[src/rtl/pir_zone_scheduler.sv]
// pir_zone_scheduler: three-zone PIR motion alarm controller.
// Each raw sensor line is synchronized and debounced. Its debounced rising
// edges are latched as pending events. One shared LED/buzzer alarm channel is
// granted to zones in round-robin order, and every served event is written to
// an 8-entry circular log.
//
// Handshake note: there is no valid/ready pair here. Events are level-latched
// in pending[] and consumed by the grant in IDLE. The log is a free-running
// combinational read port.
module pir_zone_scheduler #(
  parameter int DEBOUNCE_CYCLES = 4,
  parameter int ALARM_CYCLES    = 100,
  parameter int COOLDOWN_CYCLES = 8
) (
  input  logic       clk,
  input  logic       rst,
  input  logic [2:0] pir_sensor,
  input  logic [2:0] zone_enable,
  input  logic       stop_alarm,
  output logic       LED,
  output logic       buzzer,
  output logic [1:0] active_zone,
  output logic [2:0] pending,
  output logic       overrun,
  input  logic [2:0] log_rd_addr,
  output logic [7:0] log_rd_data,
  output logic [3:0] log_count,
  output logic [1:0] o_dbg_state
);

  localparam int DBW = $clog2(DEBOUNCE_CYCLES + 1);
  localparam int ALW = $clog2(ALARM_CYCLES + 1);
  localparam int CDW = $clog2(COOLDOWN_CYCLES + 1);
  localparam logic [DBW-1:0] DB_LAST    = DBW'(DEBOUNCE_CYCLES - 1);
  localparam logic [ALW-1:0] ALARM_LAST = ALW'(ALARM_CYCLES - 1);
  localparam logic [CDW-1:0] COOL_LAST  = CDW'(COOLDOWN_CYCLES - 1);

  typedef enum logic [1:0] {
    S_IDLE     = 2'd0,
    S_ALARM    = 2'd1,
    S_LOG      = 2'd2,
    S_COOLDOWN = 2'd3
  } state_t;

  state_t           r_state;
  state_t           w_next_state;

  logic [2:0]       r_sync1;
  logic [2:0]       r_sync2;
  logic [2:0]       r_db_level;
  logic [2:0]       r_level_d;
  logic [2:0]       r_rise;
  logic [DBW-1:0]   r_db_cnt [3];

  logic [2:0]       r_pending;
  logic             r_overrun;
  logic [1:0]       r_rr_ptr;
  logic [1:0]       r_active_zone;
  logic             r_alarm_on;
  logic [ALW-1:0]   r_alarm_cnt;
  logic [CDW-1:0]   r_cool_cnt;

  logic [7:0]       r_log [8];
  logic [2:0]       r_wr_ptr;
  logic [5:0]       r_seq;
  logic [3:0]       r_log_count;

  logic [1:0]       w_grant_id;
  logic [2:0]       w_grant_mask;
  logic [2:0]       w_set;

  // Round-robin pick: first pending zone strictly after ptr, wrapping 3 -> 1.
  function automatic logic [1:0] rr_pick(input logic [2:0] p, input logic [1:0] ptr);
    logic [1:0] id;
    id = 2'd0;
    case (ptr)
      2'd1: begin
        if (p[1])      id = 2'd2;
        else if (p[2]) id = 2'd3;
        else if (p[0]) id = 2'd1;
      end
      2'd2: begin
        if (p[2])      id = 2'd3;
        else if (p[0]) id = 2'd1;
        else if (p[1]) id = 2'd2;
      end
      default: begin
        if (p[0])      id = 2'd1;
        else if (p[1]) id = 2'd2;
        else if (p[2]) id = 2'd3;
      end
    endcase
    return id;
  endfunction

  // Synchronize, debounce and detect debounced rising edges for each zone.
  always_ff @(posedge clk or posedge rst) begin
    if (rst) begin
      r_sync1    <= '0;
      r_sync2    <= '0;
      r_db_level <= '0;
      r_level_d  <= '0;
      r_rise     <= '0;
      for (int i = 0; i < 3; i++) r_db_cnt[i] <= '0;
    end else begin
      r_sync1   <= pir_sensor;
      r_sync2   <= r_sync1;
      r_level_d <= r_db_level;
      r_rise    <= r_db_level & ~r_level_d;
      for (int i = 0; i < 3; i++) begin
        if (r_sync2[i] == r_db_level[i]) begin
          r_db_cnt[i] <= '0;
        end else if (r_db_cnt[i] == DB_LAST) begin
          r_db_level[i] <= r_sync2[i];
          r_db_cnt[i]   <= '0;
        end else begin
          r_db_cnt[i] <= r_db_cnt[i] + 1'b1;
        end
      end
    end
  end

  assign w_set = r_rise & zone_enable;

  // Next-state and grant selection; a grant only happens out of IDLE.
  always_comb begin
    w_next_state = r_state;
    w_grant_id   = 2'd0;
    w_grant_mask = 3'b000;
    case (r_state)
      S_IDLE: begin
        if (|r_pending) begin
          w_grant_id   = rr_pick(r_pending, r_rr_ptr);
          w_next_state = S_ALARM;
        end
      end
      S_ALARM: begin
        if (stop_alarm || (r_alarm_cnt == ALARM_LAST)) w_next_state = S_LOG;
      end
      S_LOG: begin
        w_next_state = S_COOLDOWN;
      end
      default: begin
        if (r_cool_cnt == COOL_LAST) w_next_state = S_IDLE;
      end
    endcase
    case (w_grant_id)
      2'd1:    w_grant_mask = 3'b001;
      2'd2:    w_grant_mask = 3'b010;
      2'd3:    w_grant_mask = 3'b100;
      default: w_grant_mask = 3'b000;
    endcase
  end

  // State register plus alarm/cooldown timers, which restart from 0 on each entry.
  always_ff @(posedge clk or posedge rst) begin
    if (rst) begin
      r_state     <= S_IDLE;
      r_alarm_cnt <= '0;
      r_cool_cnt  <= '0;
    end else begin
      r_state     <= w_next_state;
      r_alarm_cnt <= (r_state == S_ALARM)    ? r_alarm_cnt + 1'b1 : '0;
      r_cool_cnt  <= (r_state == S_COOLDOWN) ? r_cool_cnt + 1'b1  : '0;
    end
  end

  // Alarm outputs, served zone and round-robin pointer.
  always_ff @(posedge clk or posedge rst) begin
    if (rst) begin
      r_alarm_on    <= 1'b0;
      r_active_zone <= 2'd0;
      r_rr_ptr      <= 2'd3;
    end else begin
      r_alarm_on <= (w_next_state == S_ALARM);
      if (w_grant_id != 2'd0) begin
        r_active_zone <= w_grant_id;
        r_rr_ptr      <= w_grant_id;
      end else if (r_state == S_LOG) begin
        r_active_zone <= 2'd0;
      end
    end
  end

  // Event latch: a new rise beats a same-cycle grant clear; a rise on an
  // already pending zone is coalesced and flagged as overrun.
  always_ff @(posedge clk or posedge rst) begin
    if (rst) begin
      r_pending <= 3'b000;
      r_overrun <= 1'b0;
    end else begin
      r_pending <= (r_pending & ~w_grant_mask) | w_set;
      if (|(w_set & r_pending & ~w_grant_mask)) r_overrun <= 1'b1;
    end
  end

  // Circular event log, written once per served event during LOG.
  always_ff @(posedge clk or posedge rst) begin
    if (rst) begin
      for (int i = 0; i < 8; i++) r_log[i] <= '0;
      r_wr_ptr    <= '0;
      r_seq       <= '0;
      r_log_count <= '0;
    end else if (r_state == S_LOG) begin
      r_log[r_wr_ptr] <= {r_active_zone, r_seq};
      r_wr_ptr        <= r_wr_ptr + 3'd1;
      r_seq           <= r_seq + 6'd1;
      if (r_log_count != 4'd8) r_log_count <= r_log_count + 4'd1;
    end
  end

  assign LED         = r_alarm_on;
  assign buzzer      = r_alarm_on;
  assign active_zone = r_active_zone;
  assign pending     = r_pending;
  assign overrun     = r_overrun;
  assign log_rd_data = r_log[log_rd_addr];
  assign log_count   = r_log_count;
  assign o_dbg_state = r_state;

endmodule

[config.mk]
export PLATFORM = sky130hd
export DESIGN_NAME = pir_zone_scheduler
export DESIGN_NICKNAME = d
export VERILOG_FILES = /design/src/rtl/pir_zone_scheduler.sv
export SDC_FILE = /design/constraint.sdc
export NUM_CORES = 1
export LEC_CHECK = 0
export ABC_AREA = 1
export CAP_MARGIN = 20
export CORE_UTILIZATION = 39
export DETAILED_ROUTE_END_ITERATION = 6
export HOLD_SLACK_MARGIN = 0.03
export PLACE_DENSITY = 0.54
export SLEW_MARGIN = 0
export SYNTH_ARGS = -nofsm -noshare
export SYNTH_HDL_FRONTEND = slang
export SYNTH_SLANG_ARGS = --single-unit
export TNS_END_PERCENT = 50
[constraint.sdc]
create_clock -name clk -period 7.14 [get_ports clk]
set_input_delay 0.714 -clock clk [delete_from_list [all_inputs] [get_ports clk]]
set_output_delay 0.714 -clock clk [all_outputs]
set_load 0.05 [all_outputs]
# [Yosys cells after proc, flatten, opt, wreduce, memory -nomap -nowiden]
# Cells that the tools add are included.
[totals] reg_bits=123 input_bits=12 out_inout_bits=22 word_cells=115
[op_classes] n_addsub=8 order_cmp=3 eq_ne=18 muxes=33 bitwise_logic=13 n_reduce_logical=11
[ops] op="64-bit bitwise mux" count=1
[ops] op="2-bit two-way mux" count=15
[ops] op="8-bit binary-select mux with 3-bit select" count=1
[ops] op="8-bit demux with 3-bit select" count=1
[ops] op="8-bit two-way mux" count=3
[ops] op="3-bit two-way mux" count=6
[ops] op="3-bit AND" count=5
[ops] op="3-bit by 1-bit adder with 3-bit output (second input constant)" count=4
[ops] op="2-bit == test (second input constant)" count=5
[ops] op="3-bit by 2-bit == test with 1-bit output (second input constant)" count=3
[ops] op="3-bit case mux with 3 select lines" count=1
[ops] op="4-bit by 1-bit adder with 4-bit output (second input constant)" count=2
[ops] op="2-bit by 1-bit == test with 1-bit output (second input constant)" count=4
[ops] op="4-bit >= comparator (second input constant)" count=2
[ops] op="3-bit NOT with 4-bit output" count=2
[ops] op="2-bit AND reduction" count=4
[ops] op="7-bit by 1-bit adder with 7-bit output (second input constant)" count=1
[ops] op="7-bit == test (second input constant)" count=1
[ops] op="7-bit two-way mux" count=1
[ops] op="6-bit by 1-bit adder with 6-bit output (second input constant)" count=1
[ops] op="3-bit NOT" count=2
[ops] op="2-bit case mux with 3 select lines" count=1
[ops] op="3-bit OR reduction" count=2
[ops] op="4-bit by 3-bit == test with 1-bit output (second input constant)" count=1
[ops] op="12 further kinds" count=17

# [Depth between registers and ports, before layout]
# Gate-level depths: netlist of the first run.
[depth] ltp_word=11 mapped_depth=12 depth_no_buf=12

# [Least setup slack after synthesis of the first run]
# No wires, ideal clock.
[synth_path] kind="input to output" start="in log_rd_addr[0]" end="out log_rd_data[3]" t_arrival_ps=1778 required_time_ps=6426 path_slack_ps=4648 cell_stages=6 n_path_buf=1 cell_sequence="inv_1 buf_1 nor2_1 o32ai_1 nand2_1 nand2_1"
[synth_via] elab_chain_cells=4
[synth_lines] element="start, declared" line="25" text="input logic [2:0] log_rd_addr,"
[synth_lines] element="3-bit NOT with 4-bit output (implied by the code)" line="217" text="assign log_rd_data = r_log[log_rd_addr];"
[synth_lines] element="8-bit binary-select mux with 3-bit select" line="217"
[synth_lines] element="8-bit two-way mux (implied by the code) (2 in series)" line="217"
[synth_lines] element="end, declared" line="26" text="output logic [7:0] log_rd_data,"
# No other way between the ends. The select of a mux whose other input is x is not followed.

# [Worst setup path after layout of the first run]
[layout_path] start="in log_rd_addr[0]" end="out log_rd_data[1]"
# The elaborated chain is that of the path after synthesis.

==> results of run 1 <==
## worst max path at each step
stage	end	start	slack, ns	depth (start not counted)
after floorplan	LED$_DFF_PP0_	rst	3.16	1
after global placement	log_rd_data[1]	log_rd_addr[0]	2.99	8
after detailed placement	log_rd_data[1]	log_rd_addr[0]	3.00	8
after CTS	log_rd_data[0]	log_rd_addr[0]	2.97	8
after global routing	log_rd_data[1]	log_rd_addr[0]	2.84	8
final	log_rd_data[1]	log_rd_addr[0]	3.00	8
## critical path, stage by stage
cell,delay (ns)
clkdlybuf4s50_1,0.40
buf_4,0.24
inv_1,0.64
nor2_1,0.09
o32ai_1,0.31
nand2_1,0.09
nand2_1,0.11
clkdlybuf4s50_1,0.81
## power breakdown
part	switching, mW	total [mW]	leakage, nW	internal (mW)
combinational	0.555	0.839	1.09	0.285
sequential	0.168	1.11	1.58	0.937
clock	0.282	0.764	0.259	0.482
## synthesized netlist by cell type, drive strengths merged
library cell,count,area (um2)
a21oi,35,175
a31oi,1,6.26
buf,10,61.3
clkbuf,10,37.5
clkinv,1,3.75
dfrtp,121,3030
dfstp,2,52.6
ha,11,138
inv,55,206
nand2,123,467
nand3,15,90.1
nand4,2,12.5
nor2,82,332
nor3,9,78.8
nor3b,3,22.5
o21a,1,7.51
o21ai,90,450
o21bai,1,7.51
o31ai,1,7.51
o32ai,8,70.1
xnor2,4,35.0
xor2,8,70.1
## layer usage
layer | track usage [%] | up-vias | wire [um]
li1 | - | 1999 | -
met1 | 23.6 | 1917 | 5290
met2 | 27.7 | 88 | 5240
met3 | 4.84 | 21 | 448
met4 | 7.67 | 0 | 254
met5 | 0 | - | 0
## logic make-up after synthesis
| group | Yosys count |
|---|---|
| DFF | 123 |
| adders and majority gates | 11 |
| buffers and inverters | 76 |
| AOI/OAI and AO/OA | 137 |
| and+or+nand+nor | 234 |
| xor gates and xnor gates | 12 |
## final cells by class
cell class | count | share of cell area [%]
clock buffer | 27 | 8.06
clock inverter | 2 | 0.157
inverter | 56 | 3.34
multi-input combinational | 394 | 31.0
sequential | 123 | 48.4
tap | 176 | 3.46
timing repair buffer | 36 | 5.60
## flip-flops by register name, summed over array words and instances (netlist names), 2 cells and up
name	cells
r_wr_ptr	3
o_dbg_state	2
r_sync2	3
r_db_level	3
active_zone	2
r_level_d	3
r_cool_cnt	4
r_rr_ptr	2
log_count	4
pending	3
r_db_cnt	9
r_rise	3
r_alarm_cnt	7
r_sync1	3
r_log	64
r_seq	6
==> flow_metrics.env, run 1 <==
export IMPL_setup_tns_ns=0
export IMPL_grt_max_degree=74
export IMPL_finalInstanceArea_um2=6360
export IMPL_hpwl_um=7500
export IMPL_clock_latency_ns=0.41
export IMPL_post_drt_wl_per_cell_um=13.8
export IMPL_synth_mux_area_share_pct=0
export IMPL_synthAdderAreaFrac_pct=2.57
export IMPL_yosys_warnings=0
export IMPL_drive_above_1_share_pct=6.74
export IMPL_core_um2=13300
export IMPL_required_ns=6.43
export IMPL_clk_pin_slew_worst_paths_ns=0.05
export IMPL_cts_resized=0
export IMPL_report_final_slew_viol_count=0
export IMPL_setup_viol=0
export IMPL_r2r_worst_path_cells=4
export IMPL_period_minus_slack_ns=4.14
export IMPL_yosysSeqAreaShare_pct=57.5
export IMPL_clock_path_buffers=2
export IMPL_regToRegEndpoint="r_log[54]$_DFFE_PP0P_"
export IMPL_grt_pass1_vias=4017
export IMPL_htree_levels=4
export IMPL_rrSetupSlack_ns=5.25
export IMPL_r2r_start="o_dbg_state[1]$_DFF_PP0_"
export IMPL_synthesis_area_um2=5360
export IMPL_synth_xor_area_share_pct=1.96
export IMPL_status="complete, no violations"
export IMPL_timing_final_crit_share_pct=58.0
export IMPL_final_cell_count_no_fill=814
export IMPL_cts_sinks=123
export IMPL_place_area_um2=5830
export IMPL_die_area_um2=14200
export IMPL_die_w_um=119
export IMPL_finClkSkew_ns=0.00460
export IMPL_holdPathEnd="r_sync2[0]$_DFF_PP0_"
export IMPL_start_kind="primary input"
export IMPL_nFillCells=1294
export IMPL_vdd_ir_drop_worst_v=0.000186
export IMPL_power_mw=2.71
export IMPL_grt_pass1_wl_um=19700
export IMPL_p_leak_nw=2.92
export IMPL_setup_slack_ns=3.00
export IMPL_antenna_cells=0
export IMPL_hold_path_startpoint="r_sync1[0]$_DFF_PP0_"
export IMPL_portBuffers=33
export IMPL_initial_core_util_pct=40.1
export IMPL_cap_violations=0
export IMPL_post_place_ws_ns=3.00
export IMPL_placed_cells=784
export IMPL_multiInputGateArea_um2=1970
export IMPL_synth_top_family_by_area="simple AND/OR/NAND/NOR gates"
export IMPL_tightest_slew_ns=0.932
export IMPL_mostFrequentLayoutCells="dfrtp_1 (121), nand2_1 (121), o21ai_0 (87)"
export IMPL_synth_compound_area_share_pct=13.5
export IMPL_end_kind="output port"
export IMPL_hold_depth=0
export IMPL_cts_buffers=17
export IMPL_post_cts_buffers=0
export IMPL_syn_area_per_cell_um2=9.04
export IMPL_fin_util_pct=47.7
export IMPL_synthToLayoutAreaGrowth_pct=18.7
export IMPL_vias=4025
export IMPL_regArea_um2=3080
export IMPL_whs_ns=0.345
export IMPL_antenna_found_initial=0
export IMPL_worstSetupPathType="in -> out"
export IMPL_clock_tree_root_cell="clkbuf_16"
export IMPL_cp_max_fo=41
export IMPL_finalNetCount=651
export IMPL_io_pins=34
export IMPL_synthCells=593
export IMPL_drtPass1Iterations=5
export IMPL_synthSimpleGateAreaFrac_pct=18.7
export IMPL_place_gp_congestion=0.788
export IMPL_max_freq_mhz=241
export IMPL_overflow=0
export IMPL_critPathArrivalTime_ns=3.43
export IMPL_wl_um=11200
export IMPL_power_density_nw_per_um2=426
export IMPL_cts_hold_buf=0
export IMPL_viasPerCell=4.94
export IMPL_rsz0062_at_grt="false"
export IMPL_drtIter0Drc=255
export IMPL_synth_seq_cells=123
export IMPL_synthesis_nets=616
export IMPL_die_h_um=119
export IMPL_track_usage_pct=17.9
export IMPL_cts_tree="built"
export IMPL_synth_cell_types=32
export IMPL_hp_class="reg -> reg"
export IMPL_slew_headroom_pct=37.8
export IMPL_final_antenna_net_count=0
export IMPL_finalHoldViolCount=0
export IMPL_drc_errors=0
export IMPL_row_count=42
Power figures use the tool's default switching activity.
==> run 2: changes to the inputs <==
- PLACE_DENSITY: 0.54 -> 0.57
- clock period: 7.14 -> 3.45 ns (I/O delays scaled with it)
==> run 2 against run 1 <==
Core utilization increased by 1.7 points. Critical path depth fell by 1. Non-clock buffer count rose by 1. Die area stayed put. Clock power rose to 2.5 times the previous value. Power rose by 120%. Combinational power up 110%. Final cell count rose by 0.49%. Sequential cell count did not move. Routed wire length rose by 0.66%. Setup slack got worse by 1.9 ns. Count of clock-buffer cells in the layout is 5 lower. Critical endpoint is now log_rd_data[7].
==> flow_metrics.env, run 2 (synthesis results as in run 1) <==
export IMPL_row_count=42
export IMPL_wl_met3_um=515
export IMPL_post_place_ws_ns=1.12
export IMPL_finalNetCount=652
export IMPL_period_minus_slack_ns=2.36
export IMPL_largest_reg_flops=64
export IMPL_status="complete, no violations"
export IMPL_cts_buffers=17
export IMPL_start_kind="primary input"
export IMPL_cp_cell_sequence="clkdlybuf4s50_1 > buf_4 > o21ai_0 > o21ai_0 > nand2_1 > nand2_1 > buf_12"
export IMPL_slowest_delay_ns=0.49
export IMPL_met2_length_um=5350
export IMPL_tightest_slew_ns=0.661
export IMPL_io_pins=34
export IMPL_hp_class="reg -> reg"
export IMPL_max_freq_mhz=424
export IMPL_rsz0062_at_grt="false"
export IMPL_cts_tree="built"
export IMPL_cts_resized=0
export IMPL_placed_cells=786
export IMPL_clk_pin_slew_worst_paths_ns=0.05
export IMPL_drive_above_1_share_pct=9.35
export IMPL_reg_top3="r_log x64, r_db_cnt x9, r_alarm_cnt x7"
export IMPL_setup_tns_ns=0
export IMPL_power_density_nw_per_um2=915
export IMPL_drtIter0Drc=354
export IMPL_p_leak_nw=3.02
export IMPL_wl_um=11300
export IMPL_r2r_start="o_dbg_state[1]$_DFF_PP0_"
export IMPL_core_um2=13300
export IMPL_final_antenna_net_count=0
export IMPL_hpwl_um=7600
export IMPL_antenna_cells=0
export IMPL_required_ns=3.11
export IMPL_htree_levels=4
export IMPL_worstSetupStartpoint="log_rd_addr[0]"
export IMPL_regToRegEndpoint="r_log[33]$_DFFE_PP0P_"
export IMPL_setup_slack_ns=1.09
export IMPL_path_buf_inv=3
export IMPL_worstSetupEndpoint="log_rd_data[7]"
export IMPL_power_mw=6.03
export IMPL_clock_tree_root_cell="clkbuf_16"
export IMPL_slew_headroom_pct=56.0
export IMPL_highest_layer="met4"
export IMPL_synthToLayoutAreaGrowth_pct=23.0
export IMPL_viasPerCell=4.91
export IMPL_critPathArrivalTime_ns=2.01
export IMPL_track_usage_pct=17.6
export IMPL_end_kind="output port"
export IMPL_drtPass1Iterations=5
export IMPL_post_drt_wl_per_cell_um=13.8
export IMPL_finalHoldViolCount=0
export IMPL_die_w_um=119
export IMPL_initial_core_util_pct=40.1
export IMPL_place_area_um2=5940
export IMPL_final_cell_count_no_fill=818
export IMPL_drc_errors=0
export IMPL_cp_max_fo=40
export IMPL_grt_max_degree=124
export IMPL_finalInstanceArea_um2=6590
export IMPL_cp_depth=7
export IMPL_antenna_found_initial=0
export IMPL_clock_latency_ns=0.41
export IMPL_die_area_um2=14200
export IMPL_cp_top_family="buffers and inverters"
export IMPL_vias=4014
export IMPL_mostFrequentLayoutCells="dfrtp_1 (121), nand2_1 (121), o21ai_0 (87)"
export IMPL_overflow=0
export IMPL_grt_pass1_vias=4012
export IMPL_rrSetupSlack_ns=1.57
export IMPL_worst_path_max_delay_cell="clkdlybuf4s50_1"
export IMPL_portBuffers=33
export IMPL_place_gp_congestion=0.811
export IMPL_die_h_um=119
export IMPL_worstSetupPathType="in -> out"
export IMPL_registers_top_by_ff_count="r_log"
export IMPL_vdd_ir_drop_worst_v=0.000463
export IMPL_grt_pass1_wl_um=19200
export IMPL_clock_path_buffers=2
export IMPL_cap_violations=0
export IMPL_post_cts_buffers=0
export IMPL_r2r_worst_path_cells=6
export IMPL_cts_sinks=123
export IMPL_timing_final_crit_share_pct=68.3
export IMPL_finClkSkew_ns=0.00771
export IMPL_cts_hold_buf=0
export IMPL_met1_length_um=5240
export IMPL_setup_viol=0
export IMPL_report_final_slew_viol_count=0
==> run 2: cell count changes in the layout (fill, tap and decap cells not counted) <==
cell,previous run,this run
clkinvlp_4,0,4
buf_4,2,3
inv_4,1,0
clkinv_4,0,1
clkbuf_1,5,0
clkdlybuf4s50_1,33,25
buf_6,1,0
bufinv_16,0,4
buf_12,0,9
==> run 2: worst reg2reg max path: stages (launching register included) <==
cell and delay, ns:
dfrtp_1 0.41, inv_1 0.10, nor2_4 0.33, nand2_2 0.19, nor3_4 0.52, nor2_1 0.11, a21oi_1 0.13
==> run 2: stage by stage <==
step	hold WS [ns]	util [%]
final	0.347	49.4
after global routing	0.352	49.4
after CTS	0.352	49.4
after detailed placement	0.339	44.5
after global placement	0.333	44.5
after floorplan	0.331	-
==> run 2: metal layers <==
layer	vias to the layer above	GRT usage (%)
li1	1997	-
met1	1904	22.2
met2	98	27.7
met3	15	5.36
met4	0	7.67
met5	-	0
==> run 2: worst min path at each step <==
stage	startpoint	slack, ns	end	cells past startpoint
2_1_floorplan	r_sync1[0]$_DFF_PP0_	0.33	r_sync2[0]$_DFF_PP0_	0
5_1_grt	r_sync1[1]$_DFF_PP0_	0.35	r_sync2[1]$_DFF_PP0_	0
4_1_cts	r_sync1[1]$_DFF_PP0_	0.35	r_sync2[1]$_DFF_PP0_	0
3_5_place_dp	r_sync1[1]$_DFF_PP0_	0.34	r_sync2[1]$_DFF_PP0_	0
6_report	r_sync1[1]$_DFF_PP0_	0.35	r_sync2[1]$_DFF_PP0_	0
3_3_place_gp	r_sync1[2]$_DFF_PP0_	0.33	r_sync2[2]$_DFF_PP0_	0
==> run 2: layout make-up <==
class / count / area, um2
Clock inverter: 10 / 161
Clock buffer: 22 / 494
Inverter: 56 / 214
Tap cell: 176 / 220
Multi-Input combinational cell: 394 / 1970
Timing Repair Buffer: 37 / 453
Fill cell: 1287 / 6760
Sequential cell: 123 / 3080
==> run 2: power by group <==
group	internal, mW	total, mW	switching, mW
sequential	1.94	2.30	0.365
combinational	0.636	1.80	1.17
clock	1.30	1.93	0.624
